**config.mk**
```make
export PLATFORM = sky130hd
export DESIGN_NAME = serial_subtractor
export DESIGN_NICKNAME = d
export VERILOG_FILES = /design/src/rtl/serial_subtractor.sv
export SDC_FILE = /design/constraint.sdc
export NUM_CORES = 1
export LEC_CHECK = 0
export ABC_AREA = 1
export CELL_PAD_IN_SITES_DETAIL_PLACEMENT = 1
export CELL_PAD_IN_SITES_GLOBAL_PLACEMENT = 1
export CORE_MARGIN = 1
export CORE_UTILIZATION = 30
export DETAILED_ROUTE_END_ITERATION = 8
export GPL_ROUTABILITY_DRIVEN = 0
export PLACE_DENSITY_LB_ADDON = 0.1
export SLEW_MARGIN = 20
export SYNTH_ARGS = -nofsm -noshare
export SYNTH_HDL_FRONTEND = slang
export SYNTH_SLANG_ARGS = --single-unit
```
**constraint.sdc**
```tcl
create_clock -name clock -period 1.9 [get_ports clock]
set_input_delay 0.38 -clock clock [delete_from_list [all_inputs] [get_ports clock]]
set_output_delay 0.38 -clock clock [all_outputs]
set_load 0.05 [all_outputs]
```
**src/rtl/serial_subtractor.sv**
```systemverilog
// ============================================================================
// Module   : serial_subtractor
// Brief    : Bit-serial (LSB-first) WIDTH-bit subtractor with borrow and
//            two's-complement overflow, valid/ready handshakes on both sides.
// Revision : 1.0 - initial release
// ============================================================================
`default_nettype none

module serial_subtractor #(
    parameter int WIDTH = 4
) (
    input  logic             clock,
    input  logic             reset,
    input  logic             in_valid,
    output logic             in_ready,
    input  logic [WIDTH-1:0] x,
    input  logic [WIDTH-1:0] y,
    input  logic             b_in,
    output logic             out_valid,
    input  logic             out_ready,
    output logic [WIDTH-1:0] d,
    output logic             b_out,
    output logic             ovf
);

    localparam int CW = (WIDTH > 1) ? $clog2(WIDTH) : 1;
    localparam logic [CW-1:0] C_LAST = CW'(WIDTH - 1);

    typedef enum logic [1:0] {
        IDLE = 2'd0,
        CALC = 2'd1,
        DONE = 2'd2
    } state_t;

    state_t           state_q,  state_d;
    logic [WIDTH-1:0] xs_q,     xs_d;
    logic [WIDTH-1:0] ys_q,     ys_d;
    logic [WIDTH-1:0] res_q,    res_d;
    logic [CW-1:0]    cnt_q,    cnt_d;
    logic             brw_q,    brw_d;
    logic             xm_q,     xm_d;
    logic             ym_q,     ym_d;
    logic [WIDTH-1:0] dout_q,   dout_d;
    logic             bout_q,   bout_d;
    logic             ovf_q,    ovf_d;

    logic             w_xi;
    logic             w_yi;
    logic             w_diff;
    logic             w_brw;
    logic [WIDTH:0]   w_shift;
    logic [WIDTH-1:0] w_res;

    // One full-subtractor bit; the concat form keeps the shift legal at WIDTH=1.
    assign w_xi    = xs_q[0];
    assign w_yi    = ys_q[0];
    assign w_diff  = w_xi ^ w_yi ^ brw_q;
    assign w_brw   = (~w_xi & w_yi) | (~(w_xi ^ w_yi) & brw_q);
    assign w_shift = {w_diff, res_q};
    assign w_res   = w_shift[WIDTH:1];

    always_comb begin
        state_d = state_q;
        xs_d    = xs_q;
        ys_d    = ys_q;
        res_d   = res_q;
        cnt_d   = cnt_q;
        brw_d   = brw_q;
        xm_d    = xm_q;
        ym_d    = ym_q;
        dout_d  = dout_q;
        bout_d  = bout_q;
        ovf_d   = ovf_q;
        case (state_q)
            IDLE: begin
                if (in_valid) begin
                    xs_d    = x;
                    ys_d    = y;
                    xm_d    = x[WIDTH-1];
                    ym_d    = y[WIDTH-1];
                    res_d   = '0;
                    cnt_d   = '0;
                    brw_d   = b_in;
                    state_d = CALC;
                end
            end
            CALC: begin
                xs_d  = xs_q >> 1;
                ys_d  = ys_q >> 1;
                res_d = w_res;
                brw_d = w_brw;
                cnt_d = cnt_q + CW'(1);
                // Published outputs only change here, so they hold through IDLE/CALC.
                if (cnt_q == C_LAST) begin
                    dout_d  = w_res;
                    bout_d  = w_brw;
                    ovf_d   = (xm_q != ym_q) && (w_res[WIDTH-1] != xm_q);
                    state_d = DONE;
                end
            end
            DONE: begin
                if (out_ready) begin
                    state_d = IDLE;
                end
            end
            default: state_d = IDLE;
        endcase
    end

    always_ff @(posedge clock) begin
        if (reset) begin
            state_q <= IDLE;
            xs_q    <= '0;
            ys_q    <= '0;
            res_q   <= '0;
            cnt_q   <= '0;
            brw_q   <= 1'b0;
            xm_q    <= 1'b0;
            ym_q    <= 1'b0;
            dout_q  <= '0;
            bout_q  <= 1'b0;
            ovf_q   <= 1'b0;
        end else begin
            state_q <= state_d;
            xs_q    <= xs_d;
            ys_q    <= ys_d;
            res_q   <= res_d;
            cnt_q   <= cnt_d;
            brw_q   <= brw_d;
            xm_q    <= xm_d;
            ym_q    <= ym_d;
            dout_q  <= dout_d;
            bout_q  <= bout_d;
            ovf_q   <= ovf_d;
        end
    end

    assign in_ready  = (state_q == IDLE);
    assign out_valid = (state_q == DONE);
    assign d         = dout_q;
    assign b_out     = bout_q;
    assign ovf       = ovf_q;

endmodule

`default_nettype wire

```
# --- Yosys cells after proc, flatten, opt, wreduce, memory -nomap -nowiden ---
# Cells that the tools add are included.
totals:
  register_bits: 25
  in_bits: 13
  output_inout_bits: 8
  elab_cells: 48
op_classes:
  n_addsub: 1
  eq_ne: 8
  mux: 14
  bitwise: 7
  n_reduce_logical: 7
ops:
  columns: ["op", "count"]
  rows:
  - ["4-bit case mux with 2 select lines", 3]
  - ["4-bit 2-to-1 mux", 3]
  - ["2-bit 2-to-1 mux", 4]
  - ["2-bit case mux with 3 select lines", 1]
  - ["2-bit AND reduction", 3]
  - ["2-bit equality test (second input constant)", 2]
  - ["2-bit inequality test (second input constant)", 2]
  - ["2-bit case mux with 2 select lines", 1]
  - ["3-bit AND reduction", 1]
  - ["2-bit by 1-bit adder with 2-bit output (second input constant)", 1]
  - ["1-bit bitwise AND", 2]
  - ["2-bit by 1-bit equality test with 1-bit output (second input constant)", 1]
  - ["2-bit zero test", 1]
  - ["1-bit inequality test", 2]
  - ["2-bit by 1-bit inequality test with 1-bit output (second input constant)", 1]
  - ["1-bit NOT", 2]
  - ["1-bit case mux with 2 select lines", 1]
  - ["2-bit nonzero test", 1]
  - ["1-bit bitwise XOR", 2]
  - ["1-bit logical AND", 1]
  - ["1-bit 2-to-1 mux", 1]
  - ["1-bit OR", 1]

# --- Logic depth before layout (Yosys ltp) ---
logic_depth:
  word_depth: 5
  mapped_depth: 7

# --- Worst setup path before layout ---
# Ideal clock, no wire load.
synth_path:
  path_type: "register -> register"
  startpoint: "register state_q[0]"
  endpoint: "register xm_q"
  setup_time_ns: 0.070
  t_arrival_ns: 1.560
  slack_ns: 0.270
  path_stages_with_launch: 6
  path_buffers: 0
  synth_period_minus_slack_ns: 1.630
  path_cell_list: "dfxtp_1 nor2_1 nand2_1 inv_1 nand2_1 a21oi_1"
synth_between:
  elab_chain_cells: 2
synth_rtl:
  columns: ["item", "line", "text"]
  rows:
  - ["start: declaration", "35", "state_t state_q, state_d;"]
  - ["start signal: assignment", "124", "state_q <= state_d;"]
  - ["2-bit zero test", null, null]
  - ["net in_ready", "15", "output logic in_ready,"]
  - ["2-bit AND reduction (no line)", null, null]
  - ["end signal: assignment", "130", "xm_q <= xm_d;"]
  - ["end: declaration", "41", "logic xm_q, xm_d;"]
# The timed path passes the listed nets, and every way through them passes these cells.
# A chain may end at the register's enable or synchronous reset.

# --- Worst setup path after layout ---
layout_path:
  startpoint: "register state_q[1]"
  endpoint: "output out_valid"
layout_between:
  elab_chain_cells: 1
layout_rtl:
  columns: ["item", "line", "text"]
  rows:
  - ["2-bit equality test", "139", "assign out_valid = (state_q == DONE);"]
  - ["end: declaration", "19", "output logic out_valid,"]
# Every way passes these cells.

==> results.cfg <==
[run_status]
status = complete, no violations

[setup_path]
critPathKind = flip-flop to output port
cp.buffers_inverters = 2
cpPeakStageDelay_ns = 0.41
reg2reg_from = ys_q[0]
worst-path-max-fanout = 3
cp_slowest_cell = dfxtp_1
r2r_slack_ns = 0.53
worst_ep_arrival_time_ns = 1.23
r2r_end = ovf
endpoint_kind = output port
crit_required_ns = 1.52
path_cells = inv_1 > nor2_1 > buf_12
r2r_cells = 6
critPathLaunchType = flip-flop
crit_family = flip-flops

[route]
remaining_drc_errors = 0
routed_via_density = 4.35
drtIter0Drc = 35
wl_per_cell_um = 10.6
vias = 952
ant_nets = 0
routed_wl_um = 2330
drtPass1Iterations = 3

[floorplanning]
initial_core_util_pct = 31.5
fp.dieW_um = 61.2
io_pins = 21
std_cell_rows = 21
core_region_area_um2 = 3340
dieArea_um2 = 3740
die_height_um = 61.2

[global_routing]
grt_usage_pct = 14.5
grt_pass1_wl_um = 3890
grt_max_degree = 21
grt_overflow_total = 0
grt_pass1_vias = 894
grt_antenna_before_repair = 0

[power_and_ir_drop]
seqPwrFrac_pct = 50.7
p_leak_nw = 0.651
power.share.clock_pct = 34.1
p_per_area_nw_per_um2 = 790
comb_power_share_pct = 15.2
ir_drop_mv = 0.363
intPower_w = 0.000809
p_sw_w = 0.000260
swShare_pct = 24.4

[layout]
drive_gt1_share_pct = 9.25
layout_commonest_cell = nand2_1
final_util_pct = 40.6
nFillCells = 438
nets = 189
most-common-layout-cells = nand2_1, dfxtp_1, nor2_1
area_growth_pct = 28.8
antenna_cells = 0

[sta]
tightest_slew_ns = 0.502
min_period_ns = 1.61
rsz0062_at_grt = no
fin_crit_sh_pct = 84.9
hold_ws_ns = 0.471
tns_ns = 0
fmax_ghz = 0.620
hold_viol_final = 0
finalWorstSetupSlack_ns = 0.286
setup_violations = 0
relSlewSlack_pct = 66.5
finalClockSkew_ns = 0.0129
finalMaxSlewViolations = 0

[synth]
yosysWarnings = 0
syn_area_per_cell_um2 = 6.91
yosysSeqAreaShare_pct = 45.7
synth_nets = 167
syn-instance-count = 152
synth_top_area_cell = dfxtp_1
synthTopCellsByArea = dfxtp_1, nand2_1, a21oi_1
ys_types = 18
synth_top_area_share_pct = 45.7
synth-seq-cells = 24
synth_area_um2 = 1050

[placement]
port_buffers = 20
dp_slack_ns = 0.367
post-dp-hpwl_um = 1790

[run]
maxCapViolCount = 0

[hold_path]
whs_path_depth = 2
min-delay-start = d[3]
min_to = d[3]
hold_path.class = flip-flop to flip-flop

[clocking]
cts_buffers = 3
clk_latency_ns = 0.32
htreeDepth = 1
cts_root_buf = clkbuf_4
hold_buffers = 0
clkSinkCount = 24
cts.clk_slew.worst_paths_ns = 0.14
cts_tree = built
clockBufferDepth = 2
[worst max-delay path by stage]
| stage | slack, ns | cells past startpoint | to | startpoint |
|---|---|---|---|---|
| final | 0.29 | 3 | out_valid | state_q[1] |
| after global routing | 0.18 | 3 | out_valid | state_q[1] |
| after CTS | 0.01 | 1 | d[2] | d[2] |
| after detailed placement | 0.37 | 5 | res_q[2] | in_valid |
| after global placement | 0.41 | 1 | d[2] | d[2] |
| after floorplan | 0.27 | 5 | xm_q | state_q[0] |
[through the flow]
stage                     total power (W)  std cells  cell area (µm²)
after global routing              0.00114        219             1350
final                             0.00107        219             1350
after global placement           0.000715        215             1290
after detailed placement         0.000719        215             1290
after CTS                         0.00109        219             1340
after floorplan                  0.000665        152             1050
[sequential cells by signal, indices dropped and copies added, names as in the netlist, 2 cells and up]
| signal | cells |
|---|---|
| xs_q | 4 |
| cnt_q | 2 |
| d | 4 |
| res_q | 3 |
| ys_q | 4 |
| state_q | 2 |
[worst reg2reg max path: cells and delay by family (launching register included)]
kind                       cells  cell delay (ns)
and+or+nand+nor                2             0.13
AOI/OAI and AO/OA              1             0.13
adders and majority gates      1             0.61
DFF                            1             0.34
buffers and inverters          2             0.12
[power by group through the flow]
stage / sequential (W) / clock, W / combinational, W
global route: 0.000545 / 0.000407 / 0.000189
CTS: 0.000542 / 0.000385 / 0.000167
finish: 0.000542 / 0.000365 / 0.000163
global placement: 0.000553 / 0 / 0.000162
detailed placement: 0.000553 / 0 / 0.000166
floorplan: 0.000551 / 0 / 0.000115
[metal layers]
layer / part of all wire [%] / vias to the layer above / global-route usage, %
met5: 0 / - / 0
met4: 0.69 / 0 / 2.92
met3: 4.2 / 2 / 5.25
met2: 48 / 13 / 23.9
met1: 47 / 437 / 18.4
li1: - / 500 / -
[synth_stat cells]
cell / number
nand2_2: 2
ha_1: 1
nor2_4: 1
clkbuf_1: 1
dfxtp_1: 24
o21ai_2: 1
nand2_1: 55
inv_2: 1
fa_1: 1
nor2_2: 1
o21ai_0: 5
a21oi_1: 16
nand3_1: 2
buf_4: 2
buf_6: 1
inv_1: 17
nor2_1: 20
buf_2: 1
[repair_timing]
item | CTS | global route
resized for setup | 0 | 4
setup buffers | 0 | 0
setup endpoints to repair | 0 | 4
[logic make-up (layout without fill, tap and decap cells)]
group | Yosys count | count (layout) | synth area share (%)
buf+inv | 23 | 44 | 9.76
simple gates | 81 | 81 | 30.6
compound gates | 22 | 22 | 10.8
flops | 24 | 24 | 45.7
fa+ha+maj | 2 | 2 | 3.10
[layout make-up]
type                            count  area [µm²]  share of cell area (%)
Sequential cell                    24         480                    35.5
Multi-Input combinational cell    105         468                    34.6
Timing Repair Buffer               22         228                    16.8
Inverter                           18        67.6                    4.99
Tap cell                           46        57.6                    4.25
Clock inverter                      1        30.0                    2.22
Clock buffer                        3        22.5                    1.66
(Power assumes the default switching activity.)
